===== src/rtl/ram_sequencer_if.sv =====
// Bus bundle for ram_sequencer: control inputs from the pacing/game logic and
// address/data/status outputs back to it. Clock and reset stay plain ports.
interface ram_sequencer_if #(
    parameter int DATA_WIDTH = 20,
    parameter int ADDR_WIDTH = 5
);
    logic                  start;
    logic [1:0]            mode;
    logic                  abort;
    logic                  step;
    logic [DATA_WIDTH-1:0] wr_data;
    logic [ADDR_WIDTH-1:0] address;
    logic [DATA_WIDTH-1:0] q;
    logic                  q_valid;
    logic                  busy;
    logic                  done;

    // Controller side: issues commands, watches status
    modport master (
        output start, mode, abort, step, wr_data,
        input  address, q, q_valid, busy, done
    );

    // Sequencer side
    modport slave (
        input  start, mode, abort, step, wr_data,
        output address, q, q_valid, busy, done
    );
endinterface


===== src/rtl/ram_sequencer.sv =====
// Single-port synchronous RAM with an auto-incrementing address counter.
// Modes: rewind, bulk clear (free-running), paced write pass, paced read pass.
// A pass always runs from address 0 to LAST_ADDR, then returns to IDLE with a
// one-cycle done pulse; abort drops back to IDLE silently.
module ram_sequencer #(
    parameter int DATA_WIDTH = 20,
    parameter int ADDR_WIDTH = 5,
    parameter int LAST_ADDR  = 31
) (
    input  logic             clock,
    input  logic             resetn,
    ram_sequencer_if.slave   bus
);
    localparam int DEPTH = 1 << ADDR_WIDTH;

    localparam logic [1:0] S_IDLE  = 2'd0;
    localparam logic [1:0] S_CLEAR = 2'd1;
    localparam logic [1:0] S_WRITE = 2'd2;
    localparam logic [1:0] S_READ  = 2'd3;

    localparam logic [ADDR_WIDTH-1:0] LAST = ADDR_WIDTH'(LAST_ADDR);
    localparam logic [ADDR_WIDTH-1:0] ONE  = ADDR_WIDTH'(1);

    logic [DATA_WIDTH-1:0] mem [DEPTH];

    logic [1:0]            state_q,   state_d;
    logic [ADDR_WIDTH-1:0] address_q, address_d;
    logic [DATA_WIDTH-1:0] q_q,       q_d;
    logic                  q_valid_q, q_valid_d;
    logic                  busy_q,    busy_d;
    logic                  done_q,    done_d;

    logic                  mem_we;
    logic [DATA_WIDTH-1:0] mem_wdata;
    logic                  mem_re;
    logic                  pass_adv;

    // Next-state, counter and RAM strobe decode
    always_comb begin
        state_d   = state_q;
        address_d = address_q;
        q_valid_d = 1'b0;
        done_d    = 1'b0;
        mem_we    = 1'b0;
        mem_wdata = '0;
        mem_re    = 1'b0;
        pass_adv  = 1'b0;

        if (state_q == S_IDLE) begin
            // abort also masks a start in IDLE
            if (bus.start && !bus.abort) begin
                address_d = '0;
                case (bus.mode)
                    2'b00:   done_d  = 1'b1;
                    2'b01:   state_d = S_CLEAR;
                    2'b10:   state_d = S_WRITE;
                    default: state_d = S_READ;
                endcase
            end
        end else if (bus.abort) begin
            // abort wins over step: no write, no read, no done
            state_d   = S_IDLE;
            address_d = '0;
        end else begin
            case (state_q)
                S_CLEAR: begin
                    mem_we   = 1'b1;
                    pass_adv = 1'b1;
                end
                S_WRITE: begin
                    if (bus.step) begin
                        mem_we    = 1'b1;
                        mem_wdata = bus.wr_data;
                        pass_adv  = 1'b1;
                    end
                end
                default: begin
                    if (bus.step) begin
                        mem_re    = 1'b1;
                        q_valid_d = 1'b1;
                        pass_adv  = 1'b1;
                    end
                end
            endcase

            if (pass_adv) begin
                if (address_q == LAST) begin
                    address_d = '0;
                    state_d   = S_IDLE;
                    done_d    = 1'b1;
                end else begin
                    address_d = address_q + ONE;
                end
            end
        end

        busy_d = (state_d != S_IDLE);
        q_d    = mem_re ? mem[address_q] : q_q;
    end

    // Control and status registers
    always_ff @(posedge clock or negedge resetn) begin
        if (!resetn) begin
            state_q   <= S_IDLE;
            address_q <= '0;
            q_q       <= '0;
            q_valid_q <= 1'b0;
            busy_q    <= 1'b0;
            done_q    <= 1'b0;
        end else begin
            state_q   <= state_d;
            address_q <= address_d;
            q_q       <= q_d;
            q_valid_q <= q_valid_d;
            busy_q    <= busy_d;
            done_q    <= done_d;
        end
    end

    // RAM array write port; contents survive reset
    always_ff @(posedge clock) begin
        if (mem_we) mem[address_q] <= mem_wdata;
    end

    assign bus.address = address_q;
    assign bus.q       = q_q;
    assign bus.q_valid = q_valid_q;
    assign bus.busy    = busy_q;
    assign bus.done    = done_q;
endmodule

===== src/flat_wrapper.sv =====
// flat-port wrapper written by rule: the top's interface ports become plain ports
module ram_sequencer_flat 
#(
    parameter int DATA_WIDTH = 20,
    parameter int ADDR_WIDTH = 5,
    parameter int LAST_ADDR  = 31
)
  (clock, resetn, bus_start, bus_mode, bus_abort, bus_step, bus_wr_data, bus_address, bus_q, bus_q_valid, bus_busy, bus_done);
  ram_sequencer_if #(.DATA_WIDTH(DATA_WIDTH), .ADDR_WIDTH(ADDR_WIDTH)) bus_i ();
  input  logic clock;
  input  logic resetn;
  input wire logic [$bits(bus_i.start)-1:0] bus_start;
  input wire logic [$bits(bus_i.mode)-1:0] bus_mode;
  input wire logic [$bits(bus_i.abort)-1:0] bus_abort;
  input wire logic [$bits(bus_i.step)-1:0] bus_step;
  input wire logic [$bits(bus_i.wr_data)-1:0] bus_wr_data;
  output wire logic [$bits(bus_i.address)-1:0] bus_address;
  output wire logic [$bits(bus_i.q)-1:0] bus_q;
  output wire logic [$bits(bus_i.q_valid)-1:0] bus_q_valid;
  output wire logic [$bits(bus_i.busy)-1:0] bus_busy;
  output wire logic [$bits(bus_i.done)-1:0] bus_done;
  assign bus_i.start = bus_start;
  assign bus_i.mode = bus_mode;
  assign bus_i.abort = bus_abort;
  assign bus_i.step = bus_step;
  assign bus_i.wr_data = bus_wr_data;
  assign bus_address = bus_i.address;
  assign bus_q = bus_i.q;
  assign bus_q_valid = bus_i.q_valid;
  assign bus_busy = bus_i.busy;
  assign bus_done = bus_i.done;
  ram_sequencer #(.DATA_WIDTH(DATA_WIDTH), .ADDR_WIDTH(ADDR_WIDTH), .LAST_ADDR(LAST_ADDR)) u_core (.clock(clock), .resetn(resetn), .bus(bus_i));
endmodule

===== config.mk =====
export PLATFORM = sky130hd
export DESIGN_NAME = ram_sequencer_flat
export DESIGN_NICKNAME = d
export VERILOG_FILES = /design/src/rtl/ram_sequencer_if.sv /design/src/rtl/ram_sequencer.sv /design/src/flat_wrapper.sv
export SDC_FILE = /design/constraint.sdc
export NUM_CORES = 1
export LEC_CHECK = 0
export ABC_CLOCK_PERIOD_IN_PS = 5000
export CORE_ASPECT_RATIO = 0.6
export CORE_UTILIZATION = 36
export CTS_CLUSTER_SIZE = 14
export DETAILED_ROUTE_END_ITERATION = 8
export DONT_BUFFER_PORTS = 1
export HOLD_SLACK_MARGIN = 0.1
export PLACE_DENSITY_LB_ADDON = 0.2
export SLEW_MARGIN = 20
export SYNTH_ARGS = -nofsm -noshare
export SYNTH_HDL_FRONTEND = slang
export SYNTH_SLANG_ARGS = --single-unit

===== constraint.sdc =====
create_clock -name clock -period 5 [get_ports clock]
set_clock_uncertainty 0.15 [all_clocks]
set_input_delay 1.5 -clock clock [delete_from_list [all_inputs] [get_ports clock]]
set_output_delay 1.5 -clock clock [all_outputs]
set_load 0.03 [all_outputs]

==> flow_metrics.tcl, run 1 <==
set metrics [dict create \
    clock_path_buffers 3 \
    grt_pass1_wl_mm 95.78 \
    r2r_slack_ps 1660 \
    status "finished clean" \
    yosysTopAreaCell "edfxtp_1" \
    avgSynthCellArea_sq_um 18.89 \
    port-buffer-count 0 \
    synth_edf_count 640 \
    cts_max_level 2 \
    antenna_violating_nets_post_route 0 \
    path_cells "buf_4" \
    placed_cell_area_sq_um 27780 \
    crit_path_start_kind "register" \
    synthesis.instances 1399 \
    yosysMostFrequentCell "edfxtp_1" \
    cts_sinks 670 \
    vias_per_cell 5.351 \
    cts_buffers 60 \
    critical_path_class "reg2out" \
    ys_seq_area_share_pct 75.56 \
    end_kind "primary output" \
    synthesis.nets 1434 \
    fin_nets 1488 \
    arrival_ps 1910 \
    antenna_found_initial 1 \
    synth_warnings 0 \
    grtUsageTotal_pct 17.99 \
    worstPathRequired_ps 3350 \
    path_buf_inv 1 \
    finalCritPeriodShare_pct 71.14 \
    dieWidth_um 351.8 \
    grt_max_degree 81 \
    drive_gt1_share_pct 19.25 \
    drt_pass1_iterations 5 \
    syn2layout_area_growth_pct 12.27 \
    vdd_drop_max_mv 0.3166 \
    crit_slowest_cell "dfrtp_4" \
    netlist_top_cells_area "edfxtp_1 (73%), mux2i_1 (7.6%), mux4_2 (4.6%)" \
    post_cts_resized 0 \
    cts_setup_buffers 0 \
    hold_path.class "in2async" \
    grt-ovfl-total 0 \
    setup_viol 0 \
    yosysUniqueCellTypes 52 \
    max_slew.worst_pin.slew_ps 1086 \
    initial_core_util_pct 36.62 \
    leakage_nw 9.887 \
    vias 13250 \
    holdBufCountCts 0 \
    synthFlopType "edfxtp_1" \
    place_congestion 0.8441 \
    critical-path-max-stage-delay_ps 750 \
    cap_viol_max_count 0 \
    hold_viol 0 \
    die_height_um 211.9 \
    fmax_mhz 281.2 \
    final.setup.tns_ps 0 \
    drt_wl_total_mm 65.72 \
    synth_seq_cells 670 \
    slew-limit-headroom_pct 27.17 \
    clk_pin_slew_ps 60 \
    drc 0 \
    yosysTopAreaCellShare_pct 72.72 \
    die_area_sq_um 74540 \
    reg2reg_to "u_core.mem[29][7]" \
    crit_family "flip-flops" \
    cts-root-buf "clkbuf_16" \
    avgRoutedWirePerCell_um 26.54 \
    reg2regPathDepth 7 \
    insertion_delay_ps 610 \
    core_sq_um 72170 \
    fin_area_sq_um 29670 \
    synth-async-reset-ratio_pct 4.478 \
    grt_pass1_vias 13280 \
    hpwlAfterDp_mm 41.37 \
    slew_viol_final 0 \
    drtIter0Drc 1293 \
    period_needed_ps 3557 \
    power_density_nw_per_um2 439.5 \
    syn_area_sq_um 26430 \
    cts_tree "done" \
    num_rows 76 \
    rsz0062_at_grt "false" \
    ys_top_cells_by_count "edfxtp_1 (640), mux2i_1 (200), nor2_1 (110)" \
    path_max_fanout 30 \
    io_pins 55 \
    n_antenna_cell 0 \
    worstReg2RegStart "u_core.state_q[1]" \
]
-- layout by cell type (no fill, tap or decap), types with 6 or more instances in the layout --
master / count
a211oi_1: 11
a211oi_2: 8
a22o_1: 16
a41oi_2: 19
and2_1: 15
buf_4: 65
clkbuf_1: 18
clkbuf_16: 61
clkbuf_8: 9
clkinv_1: 9
clkinv_2: 10
dfrtp_1: 26
edfxtp_1: 640
ha_1: 8
inv_1: 6
mux2_2: 9
mux2i_1: 200
mux4_1: 6
mux4_2: 54
nand2_1: 19
nand3_1: 10
nor2_1: 82
nor2_2: 28
nor3_1: 21
o22ai_1: 81
-- cell type report --
type	count	area [sq um]
flip-flops and latches	670	19980
repair buffers	68	548.0
inverters	6	22.52
multi-input cells	647	6011
clock inverters	22	173.9
fillers	6358	42500
clock buffers	88	1718
well taps	975	1220
-- report_power, final --
part	internal [W]	total (W)	switching [W]
Combinational	0.000886	0.00192	0.00103
Sequential	0.00622	0.00663	0.000406
Clock	0.00252	0.00449	0.00198
-- stage by stage --
step                      setup slack, ps  util [%]  hold WS, ps  power [W]  cells
final                                1443     41.11        439.7    0.01304   2476
after global routing                 1305     41.11        399.6    0.01354   2476
after CTS                            1391     41.11        401.0    0.01318   2476
after detailed placement            856.2     38.49        424.9   0.008681   2366
after global placement              968.2     38.49        423.0   0.008664   2366
after floorplan                     493.6         -        363.1   0.008254   1399
-- metal layers --
metal	vias up	share of wire [%]	GRT usage, %
li1	5752	-	-
met1	7028	49	28.18
met2	395	42	25.35
met3	73	7.2	4.121
met4	0	1.5	3.463
met5	-	0	0
-- worst reg2reg max path, cell delays in order, from the launching register on --
cell and delay [ps]:
dfrtp_1 410, inv_1 80, ha_1 200, or2_2 350
nor3b_1 470, nand2_1 410, nor2_2 610, buf_4 340
-- sequential cells by signal, summed over array words and instances, names as in the netlist --
| signal | count |
|---|---|
| u_core.mem | 640 |
| u_core.bus.q | 20 |
| u_core.bus.address | 5 |
| u_core.state_q | 2 |
| u_core.bus.busy | 1 |
| u_core.bus.done | 1 |
| u_core.bus.q_valid | 1 |
-- kinds of logic after synthesis --
logic type / share of synthesized area (%)
flip-flops: 75.56
buffers and inverters: 2.064
AND/OR/NAND/NOR: 4.218
multiplexers: 13.16
AO/OA/AOI/OAI: 4.625
adder cells (fa/ha/maj): 0.3787
-- worst max path at each step --
stage,startpoint,cells after the start,to
after floorplan,bus_abort,5,u_core.mem[17][0]
after global placement,bus_abort,5,u_core.mem[29][3]
after detailed placement,bus_abort,5,u_core.mem[29][3]
after CTS,u_core.bus.address[1],1,bus_address[1]
after global routing,bus_abort,5,u_core.mem[29][2]
final,u_core.bus.address[1],1,bus_address[1]
No activity file was read; power rests on OpenSTA's default activity.
==> run 2, diff against run 1 <==
ABC_CLOCK_PERIOD_IN_PS = 3500   (was 5000)
clock period = 3.5 ns   (was 5 ns; I/O delays follow)
==> flow_metrics.tcl, run 2 (synthesis gave the netlist of run 1 again) <==
set metrics [dict create \
    status "finished clean" \
    p_clk_share_pct 34.6 \
    regArea_sq_um 19980 \
    mostFrequentLayoutCells "edfxtp_1 (640), mux2i_1 (200), buf_4 (88), nor2_1 (82), o22ai_1 (81)" \
    clk_pin_slew_ps 70 \
    vdd_drop_max_mv 0.4260 \
    vias_per_cell 5.321 \
    crit_slowest_cell "dfrtp_4" \
    cts_max_level 2 \
    n_fill_cell 6294 \
    leakage_nw 10.16 \
    crit_path_start_kind "register" \
    critical_path_class "reg2out" \
    path_max_fanout 35 \
    vias 13410 \
    cap_viol_max_count 0 \
    fmax_mhz 321.6 \
    multi_input_area_sq_um 6030 \
    setup_viol 0 \
    worstPathRequired_ps 2300 \
    p_sw_w 0.004921 \
    num_rows 76 \
    met2WireLength_mm 28.24 \
    dp_cells 2407 \
    drtIter0Drc 1263 \
    dieWidth_um 351.8 \
    core_sq_um 72170 \
    drt_wl_total_mm 66.80 \
    finalCritPeriodShare_pct 88.83 \
    die_height_um 211.9 \
    top_register "u_core.mem" \
    crit_family "flip-flops" \
    slew-limit-headroom_pct 46.23 \
    final.setup.tns_ps 0 \
    grtUsageTotal_pct 18.17 \
    clock_path_buffers 3 \
    die_area_sq_um 74540 \
    n_antenna_cell 0 \
    intPower_w 0.01396 \
    placed_cell_area_sq_um 28330 \
    cts_tree "done" \
    power_density_nw_per_um2 623.2 \
    grt_pass1_vias 13400 \
    holdBufCountCts 2 \
    critical-path-max-stage-delay_ps 780 \
    io_pins 55 \
    hpwlAfterDp_mm 43.45 \
    syn2layout_area_growth_pct 14.62 \
    cts_setup_buffers 0 \
    cts-root-buf "clkbuf_16" \
    highest_layer "met4" \
    end_kind "primary output" \
    drc 0 \
    grt_max_degree 52 \
    slew_viol_final 0 \
    fin_cells 2520 \
    detail_route.wirelength.met1_mm 33.49 \
    post_cts_resized 0 \
    hold_viol 0 \
    max_slew.worst_pin.slew_ps 806.6 \
    avgRoutedWirePerCell_um 26.51 \
    path_buf_inv 1 \
    path_cells "buf_4" \
    dr_wl_met3_mm 4.307 \
    cts_sinks 670 \
    insertion_delay_ps 620 \
    drive_gt1_share_pct 21.04 \
    drt_pass1_iterations 5 \
    port-buffer-count 0 \
    antenna_found_initial 0 \
    cts_buffers 59 \
    comb_power_share_pct 15.6 \
    rsz0062_at_grt "false" \
    place_congestion 0.7848 \
    arrival_ps 1910 \
    seqPwrFrac_pct 49.8 \
    largest_reg_flops 640 \
    switching_share_pct 26.07 \
    hold_path.class "reg2reg" \
    fin_area_sq_um 30290 \
    fin_nets 1530 \
    grt-ovfl-total 0 \
    initial_core_util_pct 36.62 \
    period_needed_ps 3109 \
    final_common_cell "edfxtp_1" \
    antenna_violating_nets_post_route 0 \
    r2r_slack_ps 590 \
    grt_pass1_wl_mm 96.79 \
]
==> run 2: cell types whose count changed in the layout (fill, tap and decap cells not counted), sizes merged <==
cell / change
dlygate4sd3: +1
bufinv: +1
clkinv: -9
buf: +42
clkinvlp: +1
clkbuf: +8
==> run 2: routing by layer <==
layer | track usage [%] | vias to the layer above
met2 | 25.67 | 369
li1 | - | 5840
met4 | 2.969 | 0
met3 | 4.182 | 63
met5 | 0 | -
met1 | 28.58 | 7136
==> run 2: power by group through the flow <==
stage | clock [W] | sequential, W | combinational (W)
floorplan | 0 | 0.00939 | 0.00240
global placement | 0 | 0.00958 | 0.00292
detailed placement | 0 | 0.00958 | 0.00294
CTS | 0.00667 | 0.00941 | 0.00297
global route | 0.00696 | 0.00943 | 0.00315
finish | 0.00654 | 0.00940 | 0.00294
==> run 2: final timing paths <==
check | start | end | cells after the start
worst max register to register | u_core.bus.address[1] | u_core.bus.q[4] | 4
worst min-delay path | u_core.state_q[0] | u_core.state_q[0] | 1
worst max-delay path | u_core.bus.address[1] | bus_address[1] | 1
min in group asynchronous | resetn | u_core.bus.q[5] | 2
max in group asynchronous | resetn | u_core.bus.address[0] | 2
worst min register to register | u_core.state_q[0] | u_core.state_q[0] | 1
==> run 2: cell type report <==
type	count	share of cell area, %
Sequential cell	670	65.95
Inverter	6	0.07435
Timing Repair Buffer	111	3.668
Multi-Input combinational cell	647	19.90
Clock inverter	15	0.5700
Tap cell	975	4.027
Clock buffer	96	5.803
==> run 2: through the flow <==
stage / setup WS [ps] / util, % / hold WS, ps / power (W)
after floorplan: 20.84 / - / 363.1 / 0.01179
after global placement: 474.2 / 39.26 / 405.5 / 0.01251
after detailed placement: 538.0 / 39.26 / 415.5 / 0.01253
after CTS: 349.9 / 41.97 / 431.2 / 0.01904
after global routing: 312.3 / 41.97 / 447.1 / 0.01954
final: 391.0 / 41.97 / 430.4 / 0.01888
